<file path="src/rtl/video_timing_pipe.sv">
// Programmable video timing generator: h/v counters, framebuffer request decode, and a
// LAT-deep alignment pipe so sync/de/rgb leave mutually aligned for the TMDS serialiser.
module video_timing_pipe #(
   parameter int H_ACTIVE = 640,
   parameter int H_FP     = 16,
   parameter int H_SYNC   = 96,
   parameter int H_BP     = 48,
   parameter int V_ACTIVE = 480,
   parameter int V_FP     = 10,
   parameter int V_SYNC   = 2,
   parameter int V_BP     = 33,
   parameter bit HS_POL   = 1'b0,
   parameter bit VS_POL   = 1'b0,
   parameter int COLOR_W  = 8,
   parameter int LAT      = 2,
   localparam int H_TOTAL = H_ACTIVE + H_FP + H_SYNC + H_BP,
   localparam int V_TOTAL = V_ACTIVE + V_FP + V_SYNC + V_BP,
   localparam int X_W     = $clog2(H_TOTAL),
   localparam int Y_W     = $clog2(V_TOTAL)
) (
   input  logic                 clk,
   input  logic                 rst,
   input  logic                 ce,
   output logic [X_W-1:0]       x,
   output logic [Y_W-1:0]       y,
   output logic                 req,
   input  logic [3*COLOR_W-1:0] rgb_in,
   output logic                 hsync,
   output logic                 vsync,
   output logic                 de,
   output logic [3*COLOR_W-1:0] rgb_out,
   output logic                 line_start,
   output logic                 frame_start
);

   if (H_ACTIVE <= 0 || V_ACTIVE <= 0 || H_SYNC <= 0 || V_SYNC <= 0) begin : g_bad_geom
      $error("video_timing_pipe: active and sync widths must be positive");
   end
   if (H_FP < 0 || H_BP < 0 || V_FP < 0 || V_BP < 0) begin : g_bad_porch
      $error("video_timing_pipe: porches must be non-negative");
   end
   if (LAT < 0 || LAT > 15 || COLOR_W < 1 || COLOR_W > 10) begin : g_bad_cfg
      $error("video_timing_pipe: LAT must be 0..15 and COLOR_W 1..10");
   end

   localparam logic [X_W-1:0] H_LAST = X_W'(H_TOTAL - 1);
   localparam logic [Y_W-1:0] V_LAST = Y_W'(V_TOTAL - 1);

   logic [X_W-1:0] h;
   logic [Y_W-1:0] v;
   logic           h_wrap;
   logic           v_wrap;
   logic           hs_raw;
   logic           vs_raw;
   logic [2:0]     cur;
   logic [2:0]     tap;

   assign h_wrap = (h == H_LAST);
   assign v_wrap = (v == V_LAST);

   always_ff @(posedge clk) begin
      if (rst) begin
         h <= H_LAST;
         v <= V_LAST;
      end else if (ce) begin
         h <= h_wrap ? '0 : h + X_W'(1);
         if (h_wrap) v <= v_wrap ? '0 : v + Y_W'(1);
      end
   end

   // Pulses describe the counter state just entered, so they are cleared on any non-ce clk.
   always_ff @(posedge clk) begin
      if (rst) begin
         line_start  <= 1'b0;
         frame_start <= 1'b0;
      end else begin
         line_start  <= ce & h_wrap;
         frame_start <= ce & h_wrap & v_wrap;
      end
   end

   assign x      = h;
   assign y      = v;
   assign req    = (int'(h) < H_ACTIVE) && (int'(v) < V_ACTIVE);
   assign hs_raw = (int'(h) >= H_ACTIVE + H_FP) && (int'(h) < H_ACTIVE + H_FP + H_SYNC);
   assign vs_raw = (int'(v) >= V_ACTIVE + V_FP) && (int'(v) < V_ACTIVE + V_FP + V_SYNC);
   assign cur    = {req, hs_raw, vs_raw};

   if (LAT == 0) begin : g_no_dly
      assign tap = cur;
   end else begin : g_dly
      logic [2:0] sr [LAT];
      always_ff @(posedge clk) begin
         if (rst) begin
            for (int i = 0; i < LAT; i++) sr[i] <= '0;
         end else if (ce) begin
            sr[0] <= cur;
            for (int i = 1; i < LAT; i++) sr[i] <= sr[i-1];
         end
      end
      assign tap = sr[LAT-1];
   end

   // rgb_in arrives for the request that is just now leaving the delay line.
   always_ff @(posedge clk) begin
      if (rst) begin
         de      <= 1'b0;
         hsync   <= ~HS_POL;
         vsync   <= ~VS_POL;
         rgb_out <= '0;
      end else if (ce) begin
         de      <= tap[2];
         hsync   <= tap[1] ^ ~HS_POL;
         vsync   <= tap[0] ^ ~VS_POL;
         rgb_out <= tap[2] ? rgb_in : '0;
      end
   end

endmodule

</file>
<file path="config.mk">
export PLATFORM = sky130hd
export DESIGN_NAME = video_timing_pipe
export DESIGN_NICKNAME = d
export VERILOG_FILES = /design/src/rtl/video_timing_pipe.sv
export SDC_FILE = /design/constraint.sdc
export NUM_CORES = 1
export LEC_CHECK = 0
export ABC_AREA = 0
export BUFFER_PORTS_ARGS = -buffer_cell sky130_fd_sc_hd__buf_2
export CELL_PAD_IN_SITES_DETAIL_PLACEMENT = 1
export CELL_PAD_IN_SITES_GLOBAL_PLACEMENT = 1
export CORE_MARGIN = 2
export CORE_UTILIZATION = 37
export DETAILED_ROUTE_END_ITERATION = 12
export GPL_TIMING_DRIVEN = 0
export PLACE_DENSITY_LB_ADDON = 0.1
export SLEW_MARGIN = 20
export SYNTH_ARGS = -nofsm -noshare
export SYNTH_HDL_FRONTEND = slang
export SYNTH_SLANG_ARGS = --single-unit
</file>
<file path="constraint.sdc">
create_clock -name clk -period 2.15 [get_ports clk]
set_input_delay 0.43 -clock clk [delete_from_list [all_inputs] [get_ports clk]]
set_output_delay 0.43 -clock clk [all_outputs]
set_load 0.02 [all_outputs]
</file>
==> After elaboration in Yosys (flattened, before gate mapping) <==
Memory sizes are Yosys's and may differ from the RTL's.
Index checks and enable logic that the tools add are counted.
{ "word_totals": {"romBits": 0, "mem_count": 1, "in_bits": 27, "elab_cells": 39, "ff_bits": 49, "mem_bits_rw": 6, "latchBits": 0, "output_inout_bits": 50} }
{ "mem_list": {"columns": ["memory", "words", "width", "rd", "rd_clocked_by_memory_dff", "write_ports", "line_no", "rtl"], "rows": [
  ["g_dly.sr", 2, 3, 2, 0, 2, "92", "logic [2:0] sr [LAT];"]
]} }
{ "classes": {"mul": 0, "n_addsub": 2, "n_shift": 0, "n_eq_ne": 2, "div": 0, "magnitude_cmp": 6, "bitwise_logic": 6, "mux": 10, "reduce_logical": 4} }
{ "op_table": {"columns": ["operator", "count"], "rows": [
  ["two-way mux 24 bit", 1],
  ["adder 10 x 1 -> 10 bit, second input constant", 2],
  ["equality test 10 bit, second input constant", 2],
  ["< comparator 10 bit, second input constant", 2],
  ["< comparator 10 x 9 -> 1 bit, second input constant", 2],
  ["two-way mux 10 bit", 2],
  ["greater-or-equal comparator 10 bit, second input constant", 1],
  ["greater-or-equal comparator 10 x 9 -> 1 bit, second input constant", 1],
  ["two-way mux 3 bit", 2],
  ["two-way mux 1 bit", 5],
  ["logical AND 1 bit", 3],
  ["bitwise AND 1 bit", 2],
  ["inverter 1 bit", 2],
  ["bitwise OR 1 bit", 2],
  ["AND reduction 2 bit", 1]
]} }

==> Depth between registers and ports, before layout <==
{ "depth": {"word_depth": 4, "depth_mapped": 6, "ltp_nobuf": 6} }

==> Worst setup path after synthesis <==
No wires, ideal clock.
{ "synth_timing": {"kind": "register to register", "from": "register h[0], in the netlist x[0]", "to": "register v[2], in the netlist y[2]", "path_buffers": 1, "period_less_slack_ns": 1.883, "required_time_ns": 2.016, "t_arrival_ns": 1.749, "path_stages_with_launch": 7, "setup_slack_ns": 0.267, "setup_time_ns": 0.134, "cell_sequence": "dfxtp_1 > ha_1 > and4_1 > nand2_1 > buf_1 > a2111oi_0 > o21ai_1"} }
{ "synth_via": {"elab_chain_cells": 2} }
{ "synth_rtl": {"columns": ["element", "line_no", "rtl"], "rows": [
  ["from (decl)", "49", "logic [X_W-1:0] h;"],
  ["from (signal assigned)", "66", "h <= h_wrap ? '0 : h + X_W'(1);"],
  ["equality test 10 bit", "58", "assign h_wrap = (h == H_LAST);"],
  ["AND reduction 2 bit (no line)", null, null],
  ["to (signal assigned)", "67", "if (h_wrap) v <= v_wrap ? '0 : v + Y_W'(1);"],
  ["to (decl)", "50", "logic [Y_W-1:0] v;"]
]} }
No other way between the ends.
A chain may end at the register's enable or synchronous reset.

==> Final worst setup path <==
Same ends and word-level chain as after synthesis.

==> impl_metrics.ini <==
[layout]
n_antenna_cell = 0
utilization_pct = 47.7
mostFrequentLayoutCell = buf_2
nets = 331
fin_cells = 376
area_growth_pct = 26.1
drive_above_1_share_pct = 31.6
final_cell_mix = buf_2, dfxtp_1, a22o_1, nand2_1
design_area_um2 = 2770

[timing]
fmax_ghz = 0.512
setup_viol = 0
post-route-period-util_pct = 90.8
fin_crit_ps = 1950
fin_hold_ws_ps = 330
max_slew_margin_pct = 63.9
skew_ps = 7.45
layout_setup_ws_ps = 198
drv_slew = 0
tightest_slew_ps = 539
fin_tns_setup_ps = 0
finalHoldViolCount = 0
grt_setup_unrepaired = true

[route]
via_count = 1959
dr.pass1.iters = 4
antenna_left = 0
avgViaCountPerCell = 5.21
post-route-drc-count = 0
avgRoutedWirePerCell_um = 15.0
drt-total-wl_um = 5630
drt_iter0_markers = 52

[clock_tree]
cts-root-buf = clkbuf_8
cts_htree_levels = 2
ctsResizeCount = 0
numCtsBuffers = 5
cts.sinks = 55
insertion_delay_ps = 310
hold_buffers = 0
cts_buffer_depth = 2
cts_tree = built
clkTransAtPathRegs_ps = 100
post_cts_buffers = 0

[synth]
syn_area_per_cell_um2 = 10.1
seq_area_frac_synth_pct = 52.8
synth.area.top_cells = dfxtp_1, a22o_1, edfxtp_1, nand2_1, ha_1
synth-edff-count = 6
syn_area_um2 = 2200
synth-seq-cells = 55
syn_inst = 217
synth_top_area_cell = dfxtp_1
ys.flop_type = dfxtp_1
syn_nets = 248
synthDominantCellAreaShare_pct = 44.6
async_reset_ff_share_pct = 0
synth_cell_type_count = 44
synth_warnings = 0

[grt]
grt_usage_pct = 17.5
grt_pass1_wl_um = 9030
first_global_vias = 1887
antenna_found_initial = 0
grt_max_degree = 18
grt_overflow = 0

[floorplanning]
initial_core_util_pct = 37.8
rows = 28
core_area_um2 = 5820
die_w_um = 81.1
die_area_um2 = 6570
chipHeight_um = 81.1
ios = 77

[setup_path]
cp.arrival_ps = 2130
rr_worst_depth = 6
crit_start = x[0]$_SDFFE_PP1P_
path_max_fanout = 10
startpoint_type = register
cp-end-kind = register
required_ps = 2330
reg2reg_from = x[0]$_SDFFE_PP1P_
regToRegEndpoint = y[2]$_SDFFE_PP1P_
worstSetupPathType = reg2reg
r2r_slack_ps = 200

[min_path]
min_path_cells = 2
holdPathEnd = rgb_out[18]$_SDFFE_PP0P_
min_path_type = in2reg
worstHoldStart = rgb_in[18]

[placement]
post_dp_cell_area_um2 = 2670
hpwl_um = 4200
pre_cts_ws_ps = 52.0
placed_cells = 368
gp_congestion = 0.800
portBuffers = 76

[run_status]
status = completed

[power_and_ir_drop]
power_switching_mw = 0.842
power_switching_share_pct = 34.5
peakVddDrop_mv = 0.388
leakagePower_nw = 1.25
total_power_mw = 2.44
p_int_mw = 1.60
power_frac_clock_pct = 25.0
pwr-share-comb_pct = 25.7
powerDensity_nw_per_um2 = 881
pwr-share-seq_pct = 49.3

[run]
drv_cap = 0
worst max-delay path: stages, from the launching register on:
cell and delay, ps:
dfxtp_1 430, ha_1 250, and4_1 270, nand2_1 160
buf_2 240, a2111oi_1 370, o21ai_1 110
area by class of cell:
type	count	area (um2)
fill	722	3040
sequential	55	1160
multi-input combinational	139	941
timing repair buffer	76	380
tap	75	93.8
clock buffer	6	82.6
buffer	11	52.6
inverter	12	45.0
clock inverter	2	15.0
cell usage after synthesis (2+ instances only):
cell and instances:
o31ai_1 3, dfxtp_1 49, or4_1 3, and2_1 5
o21ai_1 6, inv_2 2, a22o_1 24, nand2_1 14
clkbuf_1 7, buf_2 2, nor4_1 4, edfxtp_1 6
nor2_1 10, o21ai_0 6, xnor2_1 3, nand3_1 7
nand4_1 6, xor2_1 3, nor3_1 9, inv_1 10
or3_1 2, a21oi_1 9, ha_1 4, and4_1 3
sequential cells by signal, indices dropped and copies added (netlist names):
signal       flops
frame_start      1
vsync            1
g_dly.sr         6
y               10
hsync            1
de               1
rgb_out         24
x               10
line_start       1
worst max-delay path by stage:
stage,endpoint,cells past startpoint
final,y[2]$_SDFFE_PP1P_,6
after CTS,y[2]$_SDFFE_PP1P_,6
after detailed placement,g_dly.sr[0][2]$_SDFFCE_PN0P_,5
after global placement,g_dly.sr[0][2]$_SDFFCE_PN0P_,5
after global routing,y[5]$_SDFFE_PP0P_,6
after floorplan,y[2]$_SDFFE_PP1P_,6
power by group through the flow:
stage	Clock, mW	Combinational (mW)	Sequential [mW]
after global placement	0	0.620	1.23
after floorplan	0	0.339	1.30
after CTS	0.629	0.632	1.20
after global routing	0.667	0.692	1.22
after detailed placement	0	0.630	1.23
final	0.611	0.628	1.20
metal layers:
metal	global-route usage, %	part of all wire, %	vias up
met5	0	0	-
met4	4.58	0.91	0
met3	3.44	5.8	5
met2	29.7	46	58
met1	22.8	47	933
li1	-	-	963
cells by family (layout without fill, tap and decap cells):
| kind of cell | Yosys count | count (layout) | share of synthesized area (%) |
|---|---|---|---|
| and+or+nand+nor | 71 | 71 | 18.9 |
| AOI/OAI and AO/OA | 58 | 58 | 19.2 |
| DFF | 55 | 55 | 52.8 |
| buffers and inverters | 23 | 107 | 4.39 |
| xor gates and xnor gates | 6 | 6 | 2.39 |
| adders and majority gates | 4 | 4 | 2.28 |
(Power assumes the default switching activity.)
